## src/rtl/alu_pkg.sv

```systemverilog
// alu_pkg: opcode and sequencer state codes shared by the ALU and its sequencer.
package alu_pkg;
    localparam logic [5:0] OP_ADD = 6'b100000;
    localparam logic [5:0] OP_SUB = 6'b100010;
    localparam logic [5:0] OP_AND = 6'b100100;
    localparam logic [5:0] OP_OR  = 6'b100101;
    localparam logic [5:0] OP_XOR = 6'b100110;
    localparam logic [5:0] OP_NOR = 6'b100111;
    localparam logic [5:0] OP_SRA = 6'b000011;
    localparam logic [5:0] OP_SRL = 6'b000010;
    localparam logic [2:0] S_A    = 3'd0;
    localparam logic [2:0] S_B    = 3'd1;
    localparam logic [2:0] S_OP   = 3'd2;
    localparam logic [2:0] S_EXEC = 3'd3;
    localparam logic [2:0] S_SHOW = 3'd4;
    function automatic logic is_legal_op(input logic [5:0] op);
        return op inside {OP_ADD, OP_SUB, OP_AND, OP_OR, OP_XOR, OP_NOR, OP_SRA, OP_SRL};
    endfunction
endpackage

```

## src/rtl/alu_seq_ctrl_if.sv

```systemverilog
// alu_seq_ctrl_if: operand/opcode/strobe bus between the sequencer and the ALU.
interface alu_seq_ctrl_if #(parameter int NB_DATA = 4, parameter int NB_OP = 6);
    logic [NB_DATA-1:0] dato_a;
    logic [NB_DATA-1:0] dato_b;
    logic [NB_OP-1:0]   op;
    logic               valid;
    logic [NB_DATA-1:0] result;
    modport master(output dato_a, dato_b, op, valid, input result);
    modport slave(input dato_a, dato_b, op, valid, output result);
endinterface

```

## src/rtl/alu_seq_ctrl_btn_debounce.sv

```systemverilog
// btn_debounce: 2-FF synchronizer, stable-count debouncer and rising-edge pulse for the load button.
module btn_debounce #(parameter int DB_CYCLES = 16) (
    input  logic clk,
    input  logic i_rst,
    input  logic i_btn,
    output logic o_evt
);
    localparam int NB_CNT = $clog2(DB_CYCLES + 1);
    localparam logic [NB_CNT-1:0] CNT_LAST = NB_CNT'(DB_CYCLES - 1);
    logic sync1_q, sync2_q, level_q, level_d, evt_q, evt_d, diff;
    logic [NB_CNT-1:0] cnt_q, cnt_d;
    always_comb begin
        diff    = sync2_q != level_q;
        cnt_d   = (diff && cnt_q != CNT_LAST) ? cnt_q + 1'b1 : '0;
        level_d = (diff && cnt_q == CNT_LAST) ? sync2_q : level_q;
        evt_d   = level_d & ~level_q;
    end
    always_ff @(posedge clk) begin
        if (i_rst) begin
            sync1_q <= 1'b0;
            sync2_q <= 1'b0;
            level_q <= 1'b0;
            evt_q   <= 1'b0;
            cnt_q   <= '0;
        end else begin
            sync1_q <= i_btn;
            sync2_q <= sync1_q;
            level_q <= level_d;
            evt_q   <= evt_d;
            cnt_q   <= cnt_d;
        end
    end
    assign o_evt = evt_q;
endmodule

```

## src/rtl/alu_seq_ctrl.sv

```systemverilog
// alu_seq_ctrl: button-stepped sequencer capturing operand A, operand B and opcode,
// then strobing the ALU once and latching its result for display.
module alu_seq_ctrl
    import alu_pkg::*;
#(
    parameter int NB_DATA   = 4,
    parameter int NB_OP     = 6,
    parameter int DB_CYCLES = 16
) (
    input  logic               clk,
    input  logic               i_rst,
    input  logic [NB_OP-1:0]   i_dato,
    input  logic               i_btn,
    input  logic               i_abort,
    alu_seq_ctrl_if.master     alu,
    output logic [NB_DATA-1:0] o_result,
    output logic [2:0]         o_state,
    output logic               o_err,
    output logic               o_done
);
    logic btn_evt, ld, legal, exec;
    logic [2:0] state_q, state_d;
    logic [NB_DATA-1:0] dato_a_q, dato_a_d, dato_b_q, dato_b_d, result_q, result_d;
    logic [NB_OP-1:0] op_q, op_d;
    logic valid_q, valid_d, done_q, done_d, err_q, err_d;

    btn_debounce #(.DB_CYCLES(DB_CYCLES)) u_db (.clk(clk), .i_rst(i_rst), .i_btn(i_btn), .o_evt(btn_evt));

    always_ff @(posedge clk) begin
        if (i_rst) state_q <= S_A;
        else state_q <= state_d;
    end

    always_comb begin
        state_d = state_q;
        if (i_abort) state_d = S_A;
        else case (state_q)
            S_A:    state_d = btn_evt ? S_B : S_A;
            S_B:    state_d = btn_evt ? S_OP : S_B;
            S_OP:   state_d = (btn_evt && legal) ? S_EXEC : S_OP;
            S_EXEC: state_d = S_SHOW;
            S_SHOW: state_d = btn_evt ? S_A : S_SHOW;
            default: state_d = S_A;
        endcase
    end

    always_comb begin
        ld       = btn_evt && !i_abort;
        legal    = is_legal_op(6'(i_dato));
        exec     = state_q == S_EXEC && !i_abort;
        dato_a_d = (state_q == S_A && ld) ? i_dato[NB_DATA-1:0] : dato_a_q;
        dato_b_d = (state_q == S_B && ld) ? i_dato[NB_DATA-1:0] : dato_b_q;
        op_d     = (state_q == S_OP && ld && legal) ? i_dato : op_q;
        err_d    = (i_abort || (state_q == S_A && ld)) ? 1'b0 : (state_q == S_OP && ld) ? !legal : err_q;
        valid_d  = state_d == S_EXEC;
        result_d = exec ? alu.result : result_q;
        done_d   = exec;
    end

    always_ff @(posedge clk) begin
        if (i_rst) begin
            dato_a_q <= '0;
            dato_b_q <= '0;
            op_q     <= '0;
            result_q <= '0;
            valid_q  <= 1'b0;
            done_q   <= 1'b0;
            err_q    <= 1'b0;
        end else begin
            dato_a_q <= dato_a_d;
            dato_b_q <= dato_b_d;
            op_q     <= op_d;
            result_q <= result_d;
            valid_q  <= valid_d;
            done_q   <= done_d;
            err_q    <= err_d;
        end
    end

    // Abort masks the strobes in the very cycle it arrives, including an abort during S_EXEC.
    assign alu.valid  = valid_q & ~i_abort;
    assign o_done     = done_q & ~i_abort;
    assign alu.dato_a = dato_a_q;
    assign alu.dato_b = dato_b_q;
    assign alu.op     = op_q;
    assign o_result   = result_q;
    assign o_state    = state_q;
    assign o_err      = err_q;
endmodule

```

## src/flat_wrapper.sv

```systemverilog
// flat-port wrapper written by rule: the top's interface ports become plain ports
module alu_seq_ctrl_flat import alu_pkg::*;
#(
    parameter int NB_DATA   = 4,
    parameter int NB_OP     = 6,
    parameter int DB_CYCLES = 16
)
  (clk, i_rst, i_dato, i_btn, i_abort, o_result, o_state, o_err, o_done, alu_dato_a, alu_dato_b, alu_op, alu_valid, alu_result);
  alu_seq_ctrl_if #(.NB_DATA(NB_DATA), .NB_OP(NB_OP)) alu_i ();
  input  logic clk;
  input  logic i_rst;
  input  logic [NB_OP-1:0] i_dato;
  input  logic i_btn;
  input  logic i_abort;
  output logic [NB_DATA-1:0] o_result;
  output logic [2:0] o_state;
  output logic o_err;
  output logic o_done;
  output wire logic [$bits(alu_i.dato_a)-1:0] alu_dato_a;
  output wire logic [$bits(alu_i.dato_b)-1:0] alu_dato_b;
  output wire logic [$bits(alu_i.op)-1:0] alu_op;
  output wire logic [$bits(alu_i.valid)-1:0] alu_valid;
  input wire logic [$bits(alu_i.result)-1:0] alu_result;
  assign alu_dato_a = alu_i.dato_a;
  assign alu_dato_b = alu_i.dato_b;
  assign alu_op = alu_i.op;
  assign alu_valid = alu_i.valid;
  assign alu_i.result = alu_result;
  alu_seq_ctrl #(.NB_DATA(NB_DATA), .NB_OP(NB_OP), .DB_CYCLES(DB_CYCLES)) u_core (.clk(clk), .i_rst(i_rst), .i_dato(i_dato), .i_btn(i_btn), .i_abort(i_abort), .alu(alu_i), .o_result(o_result), .o_state(o_state), .o_err(o_err), .o_done(o_done));
endmodule
```

## config.mk

```make
export PLATFORM = sky130hd
export DESIGN_NAME = alu_seq_ctrl_flat
export DESIGN_NICKNAME = d
export VERILOG_FILES = /design/src/rtl/alu_pkg.sv /design/src/rtl/alu_seq_ctrl_if.sv /design/src/rtl/alu_seq_ctrl_btn_debounce.sv /design/src/rtl/alu_seq_ctrl.sv /design/src/flat_wrapper.sv
export SDC_FILE = /design/constraint.sdc
export NUM_CORES = 1
export LEC_CHECK = 0
export CORE_MARGIN = 4
export CORE_UTILIZATION = 42
export CTS_CLUSTER_DIAMETER = 80
export DETAILED_ROUTE_END_ITERATION = 10
export GPL_TIMING_DRIVEN = 0
export PLACE_DENSITY = 0.74
export SKIP_LAST_GASP = 1
export SLEW_MARGIN = 20
export SYNTH_ARGS = -nofsm -noshare
export SYNTH_HDL_FRONTEND = slang
export SYNTH_SLANG_ARGS = --single-unit
```

## constraint.sdc

```tcl
create_clock -name clk -period 1.5 [get_ports clk]
set_input_delay 0.3 -clock clk [delete_from_list [all_inputs] [get_ports clk]]
set_output_delay 0.3 -clock clk [all_outputs]
set_load 0.01 [all_outputs]
```

==> reports/qor.yml <==
max-cap-violations: 0
relSlewSlack_pct: 67.6
design_area_um2: 1800
drv_slew: 0
avgSynthCellArea_um2: 10.7
wire_per_inst_um: 12.6
routed_wl_um: 2700
final_common_cell: "dfxtp_1"
synth_compound_area_share_pct: 2.69
synth_seq_area_share_pct: 48.9
start_util_pct: 44.2
setup_viol: 0
synth-adder-area-share_pct: 1.85
via_count: 1011
hold_buffers: 0
regArea_um2: 662
p_sw_uw: 329
place.port_buffers: 36
num-nets-final: 185
synthFlopType: "dfxtp_1"
grt_pass1_wl_um: 4600
fin_crit_ps: 1420
antenna_found_initial: 0
routed_via_density: 4.72
final_layout_size_suffix_gt1_share_pct: 14.1
syn-num-nets: 142
rows: 20
num-fill-cells: 298
leakage_uw: 0.000805
synth_cells: 126
synth_area_leaders: "dfxtp_1 (49%), mux2i_1 (13%), nor2_1 (5.8%)"
track_usage_pct: 14.4
rsz0062_at_grt: "yes"
die_w_um: 64.7
die_h_um: 64.7
cts_tree: "yes"
grt_remaining_overflow: 0
finClkSkew_ps: 11.4
hpwl_um: 2090
status: "finished clean"
htree_levels: 2
die_area_um2: 4190
max_freq_ghz: 0.706
diodes: 0
startpoint_type: "primary input"
place_area_um2: 1770
ir_drop_mv: 0.464
synth_top_family_by_area: "simple AND/OR/NAND/NOR gates"
cts_buffers: 5
swShare_pct: 23.0
netlist.area_leader.share_pct: 48.9
synth_xor_area_share_pct: 2.59
finalPower_uw: 1430
power_density_nw_per_um2: 793
drt_first_pass_iters: 4
synthMuxAreaShare_pct: 14.2
clk_pin_slew_ps: 100
place.gp.congestion: 0.782
internal-power_uw: 1100
ys_types: 34
synthSimpleGateAreaFrac_pct: 26.6
finalHoldViolCount: 0
root_buffer: "clkbuf_4"
yosysTopAreaCell: "dfxtp_1"
cp.required_ps: 1770
timing.final.crit_share_pct: 94.4
cp-end-kind: "flip-flop"
yosys_register_bits: 33
io_pins: 38
drc: 0
cp_max_fo: 7
ant_nets: 0
syn_area_um2: 1350
synth_edf_count: 0
mostFrequentLayoutCells: "dfxtp_1 (32), dlygate4sd2_1 (23), nor2_1 (20)"
first_iter_violations: 37
cts_sinks: 33
comb_power_share_pct: 5.8
tightest_slew_ps: 487
core_area_um2: 3050
crit_arrival_ps: 1690
first_global_vias: 994
async_flop_share_pct: 0
clkLatencyLatePin_ps: 340
clockBufferDepth: 2
area_growth_pct: 33.5
seq_power_share_pct: 61.5
yosysWarnings: 0
crit_type: "primary input to flip-flop"
grt_max_degree: 11
multi_input_area_um2: 657
p_clk_share_pct: 32.7
holdCritPathClass: "primary input to flip-flop"
## through the flow
step | setup slack, ps | std cells | util (%) | setup TNS (ps) | hold WS [ps]
floorplan | 69.5 | 126 | - | 0 | 414
global placement | -293 | 206 | 57.8 | -4910 | 419
detailed placement | -333 | 206 | 57.8 | -5520 | 433
CTS | -98.5 | 214 | 58.8 | -98.5 | 187
global route | -2.78 | 214 | 59.1 | -2.78 | 192
finish | 84.1 | 214 | 59.1 | 0 | 193
## final cells by class
class,count,area share (%)
Sequential cell,33,36.7
Inverter,2,0.416
Buffer,6,2.01
Tap cell,44,3.05
Clock buffer,6,2.29
Clock inverter,2,0.555
Multi-Input combinational cell,85,36.4
Timing Repair Buffer,36,18.5
## flip-flops by register name, indices dropped and copies added (netlist names), 3 cells and up
register,cells
u_core.alu.dato_a,4
u_core.o_result,4
u_core.u_db.cnt_q,5
u_core.o_state,3
u_core.alu.dato_b,4
u_core.alu.op,6
## worst paths after layout
kind | from | end | slack, ps | depth (start not counted)
worst min register to register | u_core.u_db.sync1_q | u_core.u_db.sync2_q | 450 | 1
worst max register to register | u_core.u_db.cnt_q[0] | u_core.u_db.cnt_q[3] | 90 | 5
worst min-delay path | i_abort | u_core.o_err | 190 | 2
worst max-delay path | i_dato[2] | u_core.alu.op[1] | 80 | 5
## critical path, stage by stage
cell and delay (ps):
clkdlybuf4s50_1 580, nand3b_1 180, o2111ai_4 190, nor2_8 220
mux2i_1 210
## power groups by stage
stage,sequential (µW),clock (µW),combinational [µW]
after floorplan,900,0,33.9
after global placement,900,0,80.6
after detailed placement,901,0,81.0
after CTS,880,486,82.0
after global routing,881,523,88.9
final,880,468,82.3
## cells by family (layout without fill, tap and decap cells)
group           after synthesis  count (layout)
simple gates                 57              57
buf+inv                       8              52
mux                          19              19
fa+ha+maj                     2               2
compound gates                3               3
xor+xnor                      4               4
flops                        33              33
## synthesized netlist by cell type, types with 2 or more instances
| library cell | instances |
|---|---|
| clkbuf_1 | 2 |
| dfxtp_1 | 33 |
| ha_1 | 2 |
| inv_1 | 2 |
| mux2i_1 | 18 |
| nand2_1 | 3 |
| nand2b_1 | 8 |
| nor2_1 | 21 |
| nor2b_1 | 6 |
| nor3_1 | 3 |
| nor3b_1 | 2 |
| nor4_1 | 2 |
| xnor2_1 | 3 |
## routing by layer
metal / track usage, % / part of all wire, %
met1: 15.8 / 42
met3: 5.37 / 6.2
met2: 24.4 / 50
met5: 0 / 0
met4: 7.12 / 2.1
## what timing repair did
action,4_1_cts,5_1_grt
pin swaps,0,1
endpoints found under the hold margin,0,0
setup buffers,0,0
resized for setup,25,5
endpoints found under the setup margin,29,17
(Power assumes the default switching activity.)
